## config.mk

```make
export PLATFORM = sky130hd
export DESIGN_NAME = control_unit
export DESIGN_NICKNAME = d
export VERILOG_FILES = /design/src/rtl/control_unit.sv
export SDC_FILE = /design/constraint.sdc
export NUM_CORES = 1
export LEC_CHECK = 0
export BUFFER_PORTS_ARGS = -buffer_cell sky130_fd_sc_hd__buf_2
export CAP_MARGIN = 20
export CORE_AREA = 2 2 109 111
export DETAILED_ROUTE_END_ITERATION = 8
export DIE_AREA = 0 0 111 113
export GPL_TIMING_DRIVEN = 0
export SLEW_MARGIN = 20
export SYNTH_ARGS = -nofsm -noshare
export SYNTH_HDL_FRONTEND = slang
export SYNTH_SLANG_ARGS = --single-unit
```

## constraint.sdc

```tcl
create_clock -name clk -period 3.46 [get_ports clk]
set_clock_uncertainty 0.15 [all_clocks]
set_input_delay 0.346 -clock clk [delete_from_list [all_inputs] [get_ports clk]]
set_output_delay 0.346 -clock clk [all_outputs]
set_load 0.005 [all_outputs]
```

## src/rtl/control_unit.sv

```systemverilog
// control_unit: execute-side partner of cpu_core. Runs register/ALU
// instructions on a 4 x 8-bit register file with {C,Z} flags and drives the
// core's sequencing inputs (end_inst, jmp_inst, jmp_address, inst_condition,
// hlt_inst).
//
// Sequencing contract with the core: every sequencing output is a pure
// combinational function of ir, clks, flags and the execute qualifier
// (state == EXEC_STATE). The core samples them on the rising edge that ends
// the current step; end_inst=1 tells it the instruction retires on that edge.
// Outside execute they are all 0, except hlt_inst, which stays 1 while halted.
module control_unit #(
  parameter logic [1:0] EXEC_STATE = 2'd1,
  parameter int         STEPS      = 16
) (
  input  logic             clk,
  input  logic             reset,
  input  logic [31:0]      ir,
  input  logic [STEPS-1:0] clks,
  input  logic [1:0]       state,
  output logic             inst_condition,
  output logic             end_inst,
  output logic             jmp_inst,
  output logic [7:0]       jmp_address,
  output logic             hlt_inst,
  output logic [1:0]       flags,
  output logic             illegal_op,
  input  logic [1:0]       dbg_sel,
  output logic [7:0]       dbg_data
);

  localparam logic [7:0] OP_NOP  = 8'h00;
  localparam logic [7:0] OP_MOVI = 8'h01;
  localparam logic [7:0] OP_MOV  = 8'h02;
  localparam logic [7:0] OP_ADD  = 8'h03;
  localparam logic [7:0] OP_SUB  = 8'h04;
  localparam logic [7:0] OP_AND  = 8'h05;
  localparam logic [7:0] OP_XOR  = 8'h06;
  localparam logic [7:0] OP_JMP  = 8'h10;
  localparam logic [7:0] OP_JZ   = 8'h11;
  localparam logic [7:0] OP_JC   = 8'h12;
  localparam logic [7:0] OP_HLT  = 8'hFF;

  // PH_OPS: operands latched at T0, waiting for the T1 write-back.
  // PH_HALT: sticky until reset; blocks every architectural write.
  typedef enum logic [1:0] {PH_IDLE, PH_OPS, PH_HALT} phase_t;

  phase_t      phase_q, phase_d;
  logic [7:0]  rf [4];
  logic [1:0]  flags_q, flags_d;   // {C,Z}
  logic        ill_q;
  logic [7:0]  opa_q, opb_q, alu_op_q;
  logic [1:0]  dst_q;

  logic        ex, t0, t1, late, halted;
  logic [7:0]  opcode, imm8;
  logic [1:0]  ra, rb;
  logic        is_alu;

  logic        rf_we, flags_we, op_ld, ill_set;
  logic [1:0]  rf_wa;
  logic [7:0]  rf_wd;
  logic [7:0]  alu_res;
  logic        alu_c;
  logic [8:0]  sum9;
  logic        unused_ir;

  assign ex     = (state == EXEC_STATE);
  // Step decode gives T0 priority so a malformed multi-hot bus cannot fire
  // two steps' worth of actions at once.
  assign t0     = clks[0];
  assign t1     = clks[1] & ~clks[0];
  assign late   = ~clks[0] & ~clks[1] & (|clks[STEPS-1:2]);
  assign halted = (phase_q == PH_HALT);

  assign opcode = ir[31:24];
  assign ra     = ir[17:16];
  assign rb     = ir[9:8];
  assign imm8   = ir[15:8];
  assign is_alu = (opcode == OP_ADD) || (opcode == OP_SUB) ||
                  (opcode == OP_AND) || (opcode == OP_XOR);
  assign unused_ir = ^ir[23:18];

  assign flags      = flags_q;
  assign illegal_op = ill_q;
  assign dbg_data   = rf[dbg_sel];

  // ALU on the operands latched at T0 (so A==B reads the pre-write value).
  always_comb begin
    sum9    = {1'b0, opa_q} + {1'b0, opb_q};
    alu_res = 8'h00;
    alu_c   = 1'b0;
    case (alu_op_q)
      OP_ADD: begin alu_res = sum9[7:0];     alu_c = sum9[8];         end
      OP_SUB: begin alu_res = opa_q - opb_q; alu_c = (opa_q < opb_q); end
      OP_AND: alu_res = opa_q & opb_q;
      OP_XOR: alu_res = opa_q ^ opb_q;
      default: ;
    endcase
  end

  // Sequencing outputs to the core.
  always_comb begin
    inst_condition = 1'b0;
    end_inst       = 1'b0;
    jmp_inst       = 1'b0;
    jmp_address    = 8'h00;
    if (ex) begin
      inst_condition = 1'b1;
      jmp_address    = ir[7:0];
      if (t0) begin
        case (opcode)
          OP_ADD, OP_SUB, OP_AND, OP_XOR, OP_HLT: end_inst = 1'b0;
          OP_JMP: begin jmp_inst = 1'b1; end_inst = 1'b1; end
          OP_JZ:  begin inst_condition = flags_q[0]; jmp_inst = flags_q[0]; end_inst = 1'b1; end
          OP_JC:  begin inst_condition = flags_q[1]; jmp_inst = flags_q[1]; end_inst = 1'b1; end
          default: end_inst = 1'b1;
        endcase
      end else if (t1 || late) begin
        end_inst = 1'b1;
      end
    end
    hlt_inst = halted || (ex && t0 && (opcode == OP_HLT));
  end

  // Phase next-state and write enables.
  always_comb begin
    phase_d  = phase_q;
    rf_we    = 1'b0;
    rf_wa    = ra;
    rf_wd    = 8'h00;
    flags_we = 1'b0;
    flags_d  = flags_q;
    op_ld    = 1'b0;
    ill_set  = 1'b0;
    if (!halted && ex) begin
      if (t0) begin
        phase_d = PH_IDLE;
        case (opcode)
          OP_MOVI: begin rf_we = 1'b1; rf_wd = imm8;   end
          OP_MOV:  begin rf_we = 1'b1; rf_wd = rf[rb]; end
          OP_ADD, OP_SUB, OP_AND, OP_XOR: begin op_ld = 1'b1; phase_d = PH_OPS; end
          OP_HLT:  phase_d = PH_HALT;
          OP_NOP, OP_JMP, OP_JZ, OP_JC: ;
          default: ill_set = 1'b1;
        endcase
      end else if (t1) begin
        phase_d = PH_IDLE;
        if (phase_q == PH_OPS && is_alu) begin
          rf_we    = 1'b1;
          rf_wa    = dst_q;
          rf_wd    = alu_res;
          flags_we = 1'b1;
          flags_d  = {alu_c, (alu_res == 8'h00)};
        end
      end else if (late) begin
        phase_d = PH_IDLE;
      end
    end
  end

  // State, register file, flags and operand latch; reset discards everything.
  always_ff @(posedge clk) begin
    if (reset) begin
      phase_q  <= PH_IDLE;
      flags_q  <= 2'b00;
      ill_q    <= 1'b0;
      opa_q    <= 8'h00;
      opb_q    <= 8'h00;
      alu_op_q <= 8'h00;
      dst_q    <= 2'd0;
      for (int i = 0; i < 4; i++) rf[i] <= 8'h00;
    end else begin
      phase_q <= phase_d;
      if (rf_we)    rf[rf_wa] <= rf_wd;
      if (flags_we) flags_q   <= flags_d;
      if (ill_set)  ill_q     <= 1'b1;
      if (op_ld) begin
        opa_q    <= rf[ra];
        opb_q    <= rf[rb];
        alu_op_q <= opcode;
        dst_q    <= ra;
      end
    end
  end

endmodule

```

==> metrics.txt, run 1 <==
critical path launch point type=register; Syn Std Cell Area=4430 sq um; Setup Crit Path Kind=register to register; final cell count without fillers=approximately 700; top_reg_cell synth=edfxtp_1; fillers=approximately 1100; Sequential cell area=1580 sq um; row cnt=39; routed vias=approximately 3900; CTS Buffer Depth=2; DRT iter0 DRCs=338; clock slew at reported path FFs=0.06 ns; CTS tree=built; core area=11300 sq um; number of flops mapped to enable cells by yosys=32; die height=113 um; dpl ws=-0.0998 ns; DRT Wirelength=11.7 mm; crit path DAT=3.06 ns; clk_lat worst skew=0.33 ns; LEAKAGE=1.87 nW; Post-Place Cells=690; Worst setup EP type=register; worst reg2reg setup slack=approximately 0.22 ns; routability congestion estimate=roughly 0.84; initial core utilization=between 30 and 40%; Hold Buf Count CTS=0; Post-CTS Setup Inserts=0; leading area contributor after synthesis=edfxtp_1; Synth-to-Final Area Change=18.4%; status=finished, final reports clean; hold path start=ir[25]; WP data required=about 3.3 ns; vias in the first global route=3848; Root Buffer=clkbuf_16; Avg WL per Cell=16.6 um; gr usage total=approximately 19%; pin count of the biggest net entering global routing=13; first-pass detailed-route iteration total=5; Worst Reg-to-Reg Cells=8; endpoints failing setup=0; slew margin rel.=28.6%; Final period util=93.6%; Sink Count=63; Setup crit start=phase_q[1]$_SDFFE_PP0P_; dominant cells by area after synthesis=edfxtp_1 (22%), dfxtp_1 (14%), mux4_2 (12%); syn_nets=557; #FFs+latches synth=63; post-route setup slack=0.221 ns; final hold violations=0; Seq/Total Area, Yosys=between 30 and 40%; Synth top area share=21.7%; FFs w/ async S/R, synth=0%; drt drc=0; Crit Path Max Fanout=10; antenna violations before repair=0; most frequent cell after synthesis=nand2_1; Die W=111 um; r2r endpoint=rf[2][5]$_SDFFCE_PN0P_; Mean Syn Cell Area=9.16 sq um; PD cells=roughly 370 nW/um^2; post-cts resize count=0; footprint of the multi-input gates=2620 sq um; DIE AREA=12500 sq um; layout cells sized above 1=20.6%; Routed Antenna Nets=0; Endpoint, Worst Hold=alu_op_q[1]$_SDFFE_PP0P_; Hold Crit Class=primary input to register; hpwl dp=9.52 mm; Post-Syn Instances=484; maximum VDD drop=0.000286 V; pins over their slew limit=0; fmax=0.309 GHz; worst slew pin tran=1.07 ns; drt via density=5.49; H-Tree Depth=3; RR Startpoint=phase_q[1]$_SDFFE_PP0P_; minimum clock period=between 3 and 4 ns; hold path depth=3; final core occ=46.6%; # nets final=631; Ports=77; Yosys cell types=63; Max Cap Viol=0; cts bufs inserted=9; IO Port Bufs=63; GRT overflow=0; first-pass GRT wire length=19.4 mm; synth cell count leaders=nand2_1 (62), nor2_1 (57), a21oi_1 (45), edfxtp_1 (32), dfxtp_1 (31); ANT cells=0; RSZ-0062 raised after global routing=no; warnings from Yosys=0
## cell type report
class	instances	area share [%]
buffer	29	2.65
clock buffer	9	4.29
clock inverter	7	1.81
inverter	26	1.86
multi-input combinational	366	49.8
sequential	63	30.1
tap	143	3.41
timing repair buffer	63	6.01
## worst max-delay path by stage
stage / to
floorplan: rf[0][0]$_SDFFCE_PN0P_
global placement: rf[0][2]$_SDFFCE_PN0P_
detailed placement: rf[0][1]$_SDFFCE_PN0P_
CTS: rf[0][5]$_SDFFCE_PN0P_
global route: rf[2][5]$_SDFFCE_PN0P_
finish: rf[2][5]$_SDFFCE_PN0P_
## routing by layer
| metal | wire length [um] | vias to the layer above | global-route usage [%] |
|---|---|---|---|
| met3 | 513 | 13 | 3.05 |
| li1 | - | 1919 | - |
| met4 | 179 | 0 | 6.50 |
| met2 | 5880 | 96 | 33.3 |
| met1 | 5130 | 1848 | 24.8 |
| met5 | 0 | - | 0 |
## cells by family (layout without fill, tap and decap cells)
family,Yosys count,count (layout),share of synthesized area (%)
adders and majority gates,19,19,5.70
DFF,63,63,35.7
buffers and inverters,55,134,5.33
AOI/OAI and AO/OA,114,114,16.4
and+or+nand+nor,202,202,23.3
xor gates and xnor gates,5,5,0.988
muxes,26,26,12.6
## metrics by stage
| stage | instance area, sq um | power [mW] | hold WS [ns] | TNS, ns |
|---|---|---|---|---|
| floorplan | 4430 | 0.918 | 0.303 | 0 |
| global placement | 4930 | 0.979 | 0.304 | -0.991 |
| detailed placement | 4930 | 0.982 | 0.318 | -1.56 |
| CTS | 5250 | 1.94 | 0.153 | 0 |
| global route | 5250 | 1.99 | 0.170 | 0 |
| finish | 5250 | 1.93 | 0.161 | 0 |
## report_power, final
group	internal [mW]	total (mW)	switching (mW)	leakage (nW)
clock	0.631	0.962	0.330	0.157
sequential	0.798	0.809	0.0109	0.580
combinational	0.0777	0.157	0.0795	1.14
## layout by cell type, fill, tap and decap left out, types with 4 or more instances in the layout
cell and n:
buf_2 63, nand2_1 62, nor2_1 57, a21oi_1 45
edfxtp_1 32, dfxtp_1 31, inv_1 26, mux4_2 24
clkbuf_1 22, ha_1 17, and2_1 16, o21ai_0 12
nor2b_1 9, nand2b_1 9, clkbuf_16 9, a22oi_1 8
a31oi_1 8, nor3_1 6, or2_1 5, or3_1 5
nand3_1 5, nor4_1 5, o22ai_1 5, buf_6 4
nor3b_1 4
## worst max-delay path: stages, from the launching register on
cell	delay, ns
dfxtp_1	0.33
nor4bb_1	0.51
nand2_1	0.19
nor4_4	0.30
clkbuf_1	0.42
a31oi_1	0.14
or2_1	0.23
clkbuf_1	0.22
nand2b_1	0.39
## flip-flops by register name, summed over array words and instances (netlist names)
register	flops
rf	32
alu_op_q	8
opa_q	8
opb_q	8
dst_q	2
flags	2
phase_q	2
illegal_op	1
No activity file was read; power rests on OpenSTA's default activity.
==> run 2, diff against run 1 <==
==> constraint.sdc (replaced) <==
create_clock -name clk -period 3.03 [get_ports clk]
set_clock_uncertainty 0.15 [all_clocks]
set_input_delay 0.303 -clock clk [delete_from_list [all_inputs] [get_ports clk]]
set_output_delay 0.303 -clock clk [all_outputs]
set_load 0.005 [all_outputs]
==> metrics.txt, run 2 (synthesized netlist as in run 1, its figures left out) <==
fmax=around 0.35 GHz; worst hold slack=0.115 ns; Avg WL per Cell=16.7 um; antenna violations before repair=0; Synth-to-Final Area Change=20.3%; layout cells sized above 1=23.4%; Ports=77; Final period util=94.8%; status=finished, final reports clean; slew margin rel.=46.2%; hpwl dp=9.52 mm; clock slew at reported path FFs=~0.060 ns; design area=roughly 5300 sq um; vias in the first global route=3849; pin count of the biggest net entering global routing=13; core area=11300 sq um; WP data required=3.12 ns; Crit Path Max Fanout=9; first-pass GRT wire length=19.4 mm; fillers=between 1000 and 1500; DRT iter0 DRCs=278; DP Area=4930 sq um; IO Port Bufs=63; Hold Crit Class=primary input to register; DIE AREA=12500 sq um; DRT Wirelength=11.8 mm; initial core utilization=39.3%; maximum VDD drop=0.000327 V; final cell count without fillers=706; LEAKAGE=~1.9 nW; drt drc=0; commonest non-fill, non-tap cell in the layout=buf_2; # nets final=631; Routed Antenna Nets=0; Sequential cell area=1580 sq um; Root Buffer=clkbuf_16; Die W=111 um; Worst path slowest cell=or4b_1; crit path DAT=about 3.0 ns; Worst setup EP type=register; Post-Place Cells=690; Setup Crit Path Kind=register to register; CTS tree=built; CTS Buffer Depth=2; footprint of the multi-input gates=2690 sq um; Crit path largest cell delay=0.55 ns; commonest cells after routing, fill and taps aside=buf_2 (63), nand2_1 (62), nor2_1 (57), a21oi_1 (44), edfxtp_1 (32); Biggest register=rf; pins over their slew limit=0; crit-path cells=inv_1 > ha_1 > nor2b_2 > or3_1 > o21ai_0 > mux2i_1 > o211ai_1 > or4b_1 > o31ai_1; PD cells=between 400 and 500 nW/um^2; Max Cap Viol=0; routed vias=3891; final hold violations=0; critical path launch point type=register; cell family with most CP delay=simple AND/OR/NAND/NOR gates; setup TNS after final layout=0 ns; number of flip-flops in the largest register=32; ANT cells=0; routability congestion estimate=0.841; row cnt=39; endpoints failing setup=0; worst slew pin tran=~0.81 ns; cts bufs inserted=9; first-pass detailed-route iteration total=4; H-Tree Depth=3; Sink Count=63; minimum clock period=~2.9 ns; GRT overflow=0; gr usage total=19.3%; die height=113 um; Critical path buffers and inverters=1; clk_lat worst skew=0.33 ns; drt via density=5.51
## run 2: metal layers
layer	wire length, um	part of all wire (%)	up-vias	track usage, %
li1	-	-	1912	-
met1	5180	44	1879	24.7
met2	5940	50	83	33.3
met3	467	4.0	17	3.21
met4	201	1.7	0	6.50
met5	0	0	-	0
## run 2: per-stage QoR
stage / utilization [%] / setup WS (ns) / power [mW]
floorplan: - / 0.0395 / 1.05
global placement: 43.7 / -0.457 / 1.12
detailed placement: 43.7 / -0.487 / 1.12
CTS: 46.9 / 0.0130 / 2.22
global route: 47.3 / -0.00616 / 2.28
finish: 47.3 / 0.157 / 2.21
## run 2: area by class of cell
cell class / instances / share of cell area [%]
buffer: 27 / 2.49
multi-input combinational: 366 / 50.4
clock buffer: 9 / 4.22
clock inverter: 7 / 1.78
inverter: 26 / 1.83
timing repair buffer: 65 / 6.19
tap: 143 / 3.35
sequential: 63 / 29.7
## run 2: path summary, 6_finish.rpt
path,from,to,slack (ns),cells after the start
setup reg to reg,opb_q[4]$_SDFFE_PP0P_,flags[0]$_SDFFE_PP0P_,0.16,9
hold reg to reg,illegal_op$_SDFFE_PP0P_,illegal_op$_SDFFE_PP0P_,0.32,2
setup / recovery,opb_q[4]$_SDFFE_PP0P_,flags[0]$_SDFFE_PP0P_,0.16,9
hold / removal,ir[25],alu_op_q[1]$_SDFFE_PP0P_,0.11,3
## run 2: what timing repair did
action / CTS / global route
pin swaps: 2 / 1
buffers inserted: 2 / 0
setup endpoints to repair: 37 / 45
resized for setup: 5 / 12
hold buffers: 0 / 0
hold endpoints to repair: 0 / 0
## run 2: tightest hold or removal path: stages
cell	delay (ns)
buf_2	0.13
nand2_1	0.06
a21oi_1	0.05
## run 2: power breakdown
| part | internal (mW) | total [mW] | leakage [nW] | switching [mW] |
|---|---|---|---|---|
| Combinational | 0.0899 | 0.181 | 1.18 | 0.0909 |
| Clock | 0.721 | 1.10 | 0.157 | 0.382 |
| Sequential | 0.911 | 0.924 | 0.581 | 0.0125 |
| Total | 1.72 | 2.21 | 1.92 | 0.485 |
